--- config.mk ---
export PLATFORM = sky130hd
export DESIGN_NAME = adc2_cfg_sequencer
export DESIGN_NICKNAME = d
export VERILOG_FILES = /design/src/rtl/adc2_cfg_sequencer.sv
export SDC_FILE = /design/constraint.sdc
export NUM_CORES = 1
export LEC_CHECK = 0
export CORE_MARGIN = 5
export CORE_UTILIZATION = 48
export CTS_CLUSTER_DIAMETER = 60
export CTS_CLUSTER_SIZE = 30
export DETAILED_ROUTE_END_ITERATION = 12
export GPL_ROUTABILITY_DRIVEN = 0
export PLACE_DENSITY = 0.73
export SLEW_MARGIN = 20
export SYNTH_ARGS = -nofsm -noshare
export SYNTH_HDL_FRONTEND = slang
export SYNTH_SLANG_ARGS = --single-unit
--- constraint.sdc ---
create_clock -name clk -period 1.84 [get_ports clk]
set_input_delay 0.368 -clock clk [delete_from_list [all_inputs] [get_ports clk]]
set_output_delay 0.368 -clock clk [all_outputs]
set_load 0.005 [all_outputs]
--- src/rtl/adc2_cfg_sequencer.sv ---
// adc2_cfg_sequencer: streams the fixed ADC2 configuration table into the
// spi_adc2 engine, one word per send/busy handshake, with an inter-word gap
// and a longer settle wait after the soft-reset word.
module adc2_cfg_sequencer #(
    parameter int unsigned WORD_W      = 24,
    parameter int unsigned RESET_WAIT  = 100,
    parameter int unsigned GAP         = 24,
    parameter int unsigned ACK_TIMEOUT = 15,
    parameter int unsigned AUTO_START  = 1
) (
    input  logic              clk,
    input  logic              rst_n,
    input  logic              start,
    input  logic              spi_busy,
    output logic              send,
    output logic [WORD_W-1:0] pattern,
    output logic [3:0]        word_idx,
    output logic              cfg_busy,
    output logic              cfg_done,
    output logic              cfg_err
);

    localparam int unsigned MAX_AB  = (RESET_WAIT > GAP) ? RESET_WAIT : GAP;
    localparam int unsigned MAX_CNT = (MAX_AB > ACK_TIMEOUT) ? MAX_AB : ACK_TIMEOUT;
    localparam int unsigned CNT_W   = $clog2(MAX_CNT + 1);

    localparam logic [3:0] LAST_IDX = 4'd10;

    localparam logic [2:0] S_IDLE = 3'd0;
    localparam logic [2:0] S_LOAD = 3'd1;
    localparam logic [2:0] S_SEND = 3'd2;
    localparam logic [2:0] S_ACK  = 3'd3;
    localparam logic [2:0] S_XFER = 3'd4;
    localparam logic [2:0] S_GAP  = 3'd5;
    localparam logic [2:0] S_DONE = 3'd6;

    logic [2:0]        state, state_d;
    logic [CNT_W-1:0]  cnt, cnt_d;
    logic              auto_pend, auto_pend_d;
    logic              send_d;
    logic [WORD_W-1:0] pattern_d;
    logic [3:0]        word_idx_d;
    logic              cfg_busy_d, cfg_done_d, cfg_err_d;

    // Constant configuration ROM; index 10 is the commit word and always last.
    function automatic logic [23:0] cfg_word(input logic [3:0] idx);
        case (idx)
            4'd0:    cfg_word = 24'h00003C;
            4'd1:    cfg_word = 24'h000503;
            4'd2:    cfg_word = 24'h000B00;
            4'd3:    cfg_word = 24'h000F01;
            4'd4:    cfg_word = 24'h001440;
            4'd5:    cfg_word = 24'h001719;
            4'd6:    cfg_word = 24'h0018C0;
            4'd7:    cfg_word = 24'h000D00;
            4'd8:    cfg_word = 24'h001000;
            4'd9:    cfg_word = 24'h003000;
            4'd10:   cfg_word = 24'h00FF01;
            default: cfg_word = 24'h000000;
        endcase
    endfunction

    // State, counter and registered outputs.
    always_ff @(posedge clk or negedge rst_n) begin
        if (!rst_n) begin
            state     <= S_IDLE;
            cnt       <= '0;
            auto_pend <= (AUTO_START != 0);
            send      <= 1'b0;
            pattern   <= '0;
            word_idx  <= 4'd0;
            cfg_busy  <= 1'b0;
            cfg_done  <= 1'b0;
            cfg_err   <= 1'b0;
        end else begin
            state     <= state_d;
            cnt       <= cnt_d;
            auto_pend <= auto_pend_d;
            send      <= send_d;
            pattern   <= pattern_d;
            word_idx  <= word_idx_d;
            cfg_busy  <= cfg_busy_d;
            cfg_done  <= cfg_done_d;
            cfg_err   <= cfg_err_d;
        end
    end

    // Next-state and next-output logic; outputs lag the state by one register.
    always_comb begin
        state_d     = state;
        cnt_d       = cnt;
        auto_pend_d = auto_pend;
        send_d      = 1'b0;
        pattern_d   = pattern;
        word_idx_d  = word_idx;
        cfg_busy_d  = cfg_busy;
        cfg_done_d  = cfg_done;
        cfg_err_d   = cfg_err;

        case (state)
            S_IDLE: begin
                if (start || auto_pend) begin
                    state_d     = S_LOAD;
                    auto_pend_d = 1'b0;
                    word_idx_d  = 4'd0;
                    cfg_done_d  = 1'b0;
                    cfg_err_d   = 1'b0;
                end
            end
            S_LOAD: begin
                pattern_d  = WORD_W'(cfg_word(word_idx));
                cfg_busy_d = 1'b1;
                state_d    = S_SEND;
            end
            S_SEND: begin
                send_d  = 1'b1;
                cnt_d   = '0;
                state_d = S_ACK;
            end
            S_ACK: begin
                if (spi_busy) begin
                    state_d = S_XFER;
                end else if (cnt == CNT_W'(ACK_TIMEOUT - 1)) begin
                    // Engine never acknowledged: abandon the rest of the table.
                    cfg_err_d  = 1'b1;
                    cfg_busy_d = 1'b0;
                    state_d    = S_IDLE;
                end else begin
                    cnt_d = cnt + CNT_W'(1);
                end
            end
            S_XFER: begin
                if (!spi_busy) begin
                    cnt_d   = (word_idx == 4'd0) ? CNT_W'(RESET_WAIT) : CNT_W'(GAP);
                    state_d = S_GAP;
                end
            end
            S_GAP: begin
                if (cnt <= CNT_W'(1)) begin
                    cnt_d = '0;
                    if (word_idx == LAST_IDX) begin
                        state_d = S_DONE;
                    end else begin
                        word_idx_d = word_idx + 4'd1;
                        state_d    = S_LOAD;
                    end
                end else begin
                    cnt_d = cnt - CNT_W'(1);
                end
            end
            S_DONE: begin
                cfg_done_d = 1'b1;
                cfg_busy_d = 1'b0;
                state_d    = S_IDLE;
            end
            default: begin
                state_d = S_IDLE;
            end
        endcase
    end

endmodule

==> results.md, run 1 <==
Status:
- The run finished, with violations left.
- The final reports fail on negative setup slack.

Min path:
- The worst hold-check path type is in -> async.

Critical path:
- The worst register-to-register path has a depth of 7.
- The kind of end point of the critical path is a flip-flop.
- STA puts the critical path data arrival time at 2.07 ns.
- The startpoint-to-endpoint class of the critical path is reg -> reg.
- Of all nets on the critical path, the largest fanout is 4.
- For the worst setup path, the data required time is 2.04 ns.
- The launching element type of the critical path is a flip-flop.

Routing:
- The mean number of vias per cell is ~5.7.
- In the routed design, unresolved DRC markers number 0.
- Dividing the detail-routed wire length by the instance count gives 15.5 um.
- The met2 wire length is 2.48 mm.
- The detailed router used layers up to and including met4.
- In this run, the number of DRC markers left after iteration 0 of detailed routing was ~170.
- The final wirelength is 5.39 mm.
- The total length of routed met3 wires is roughly 420 um.
- The detailed-route via count is a little under 2000.
- The wire length on met1 is roughly 2.4 mm.
- The length of the first detailed-routing pass in iterations is 4.
- The number of antenna-violating nets in the routed design is 0.

Finish:
- The number of nets in the finished design is 310.
- The number of antenna diodes in the final layout is 0.
- The count of cells in the finished layout, fillers not included, comes to 347.
- Compared with the post-synthesis result, the final layout area differs by 33.4%.
- The proportion of layout cells with a drive suffix above 1 is 0.236.

STA:
- The total count of hold-check failures in the final report came to 0.
- The worst setup slack after layout is -0.0326 ns.
- The post-route worst hold slack is 0.466 ns.
- The pin slew with the least headroom to its limit is 0.519 ns.
- The routed design could run at a clock period as short as 1.87 ns.
- The count of final setup violators is 1.
- Timing would allow up to 534 MHz.
- The ratio of final minimum period to clock period is 1.02.
- Setup repair after global routing could not meet its margin everywhere.
- For the final database, setup skew stands at 0.00597 ns.
- The worst slew margin relative to its limit is 0.650.
- The number of max-slew violations in the final report is 0.

Yosys:
- For this run, the register share of the synthesized area comes to 0.387.
- The number of register bits inferred by synthesis is 32.
- In the synthesized netlist the async set-or-reset flop fraction comes to 1.00.
- The most used flip-flop cell after synthesis is dfrtp_1.
- Synthesis produced roughly 240 cells.
- The number of flops mapped to enable cells by yosys is 0.
- The number of unique standard cell types used by synthesis is 54.
- The average instance in the mapped netlist occupies about 8.7 um2.
- The cell area that synthesis handed to floorplanning was 0.00207 mm2.
- The Yosys step of the flow raised 0 warnings.

Clock network:
- The later pin in the worst-skew pair is clocked with a latency of 0.29 ns.
- The buffer levels on the longest clock path is 2.
- The tree is rooted in a clkbuf_8.
- The number of sinks driven by the clock tree is 32.
- Hold repair after CTS inserted 0 buffers.
- The H-tree depth is 2.
- The clock transition at the register clock pins on the worst setup and hold paths after CTS is ~0.07 ns.
- TritonCTS built the clock tree.
- The number of clock buffers added by TritonCTS is 5.

Power:
- The static leakage is 1.22 nW.
- IR analysis of the VDD net gives a maximum drop of between 0.6 and 0.7 mV.
- In this run the power density over the cells is 1330 mW/mm2.

Global route:
- The overall global routing resource usage is 0.197.
- The aggregate global routing overflow is 0.
- The wire length of the first global-routing pass is 8.52 mm.
- Entering global routing, the biggest net connects 33 pins.
- The initial antenna violation count is 0.
- The number of global-route vias before repair is between 1500 and 2000.

Floorplanning:
- The area of the core is 0.00409 mm2.
- The number of ports placed on the die boundary is 36.
- The die covers 0.00573 mm2.
- The chip width is 75.7 um.
- For this configuration, the core starts out at a cell density of 0.507.
- The height of the die is 75.7 um.
- In this run the core area contains 23 standard-cell rows.

Placement:
- The cell count after placement is 336.
- Input and output buffers added on the ports amount to 27.
- The final HPWL from detailed placement is around 3.8 mm.

Job:
- Max-cap violations in this run came to 0.
[layout make-up]
cell class / count / area (um2)
inverter: 11 / 41.3
sequential: 32 / 806
tap: 50 / 62.6
clock inverter: 2 / 35.0
multi-input combinational: 177 / 1160
clock buffer: 6 / 72.6
timing repair buffer: 69 / 586
fill: 333 / 1320
[what timing repair did]
action	4_1_cts	5_1_grt
buffers inserted	2	1
hold endpoints to repair	0	0
setup endpoints to repair	1	11
gates resized for setup	0	13
pin swaps	3	4
[cells in the final DEF (no fill, tap or decap), types with 3 or more instances in the layout]
master	n
conb_1	8
o21ai_1	3
a21oi_1	12
buf_4	42
nor2_1	12
dfrtp_1	28
inv_1	10
nor2b_1	4
mux2i_1	4
clkdlybuf4s50_1	27
o21ai_0	24
clkbuf_8	5
dfrtp_2	3
nand3_1	7
ha_1	9
o31ai_1	6
nand2_1	31
nor3_1	4
o211ai_1	3
[synthesized netlist by cell type (all sizes together) (3+ instances only)]
library cell,n,share of area
o211ai,3,0.011
ha,10,0.060
nor3,5,0.012
nor2b,4,0.012
mux2i,4,0.019
dfrtp,31,0.37
nor2,13,0.025
o21ai,27,0.065
buf,16,0.054
o31ai,6,0.022
a21oi,12,0.029
nor4,4,0.019
nand2,31,0.056
a31oi,3,0.0091
inv,11,0.020
nand3,7,0.017
clkbuf,9,0.016
[power breakdown]
part / internal [mW] / switching [mW] / leakage (nW)
clock: 0.401 / 0.265 / 0.0552
sequential: 0.892 / 0.207 / 0.424
combinational: 0.970 / 0.951 / 0.736
[logic make-up (layout without fill, tap and decap cells)]
group           after synthesis  count (layout)  synth area share
compound gates               74              74             0.234
xor+xnor                      2               2           0.00846
fa+ha+maj                    10              10            0.0604
buf+inv                      36              88            0.0900
flops                        32              32             0.387
mux                           5               5            0.0248
other cells                   1               8           0.00181
simple gates                 78              78             0.193
[metal layers]
| layer | vias to the layer above | global-route usage |
|---|---|---|
| li1 | 951 | - |
| met1 | 914 | 0.280 |
| met2 | 85 | 0.284 |
| met3 | 11 | 0.0501 |
| met4 | 0 | 0.0816 |
| met5 | - | 0 |
[path summary, 6_finish.rpt]
check	from	to	slack, ns
max in group asynchronous	rst_n	auto_pend$_DFFE_PN1P_	1.03
worst min register to register	pattern[8]$_DFFE_PN0N_	pattern[8]$_DFFE_PN0N_	0.48
worst min-delay path	rst_n	pattern[12]$_DFFE_PN0N_	0.47
min in group clk	pattern[8]$_DFFE_PN0N_	pattern[8]$_DFFE_PN0N_	0.48
worst max-delay path	cnt[1]$_DFFE_PN0P_	state[1]$_DFFE_PN0P_	-0.03
worst max register to register	cnt[1]$_DFFE_PN0P_	state[1]$_DFFE_PN0P_	-0.03
[state kept, by name (all words and copies together), names as in the netlist]
signal     cells
cfg_busy       1
auto_pend      1
state          3
send           1
word_idx       4
cnt            7
pattern       13
cfg_err        1
cfg_done       1
[worst max-delay path: stages (launching register included)]
cell and delay [ns]:
dfrtp_2 0.43, inv_2 0.09, ha_4 0.13, o21ba_4 0.16, nor4_4 0.36, nor2_2 0.07
or3_1 0.33, a221oi_2 0.23
[stage by stage]
| step | area, um2 | worst slack [ns] | setup TNS (ns) | power (mW) | util |
|---|---|---|---|---|---|
| after global placement | 2580 | -0.0409 | -0.0484 | 2.86 | 0.631 |
| after detailed placement | 2580 | -0.0691 | -0.0992 | 2.88 | 0.631 |
| after global routing | 2760 | -0.0676 | -0.238 | 3.94 | 0.676 |
| final | 2760 | -0.0326 | -0.0326 | 3.69 | 0.676 |
| after CTS | 2700 | -0.00291 | -0.00291 | 3.59 | 0.661 |
| after floorplan | 2100 | 0.000389 | 0 | 2.05 | - |
Power figures use the tool's default switching activity.
==> run 2: changes to the inputs <==
Settings changed: ABC_AREA set to 0, GPL_TIMING_DRIVEN set to 1.
==> results of run 2 <==
No change in the layout: final DEF, timing and power equal those of run 1.
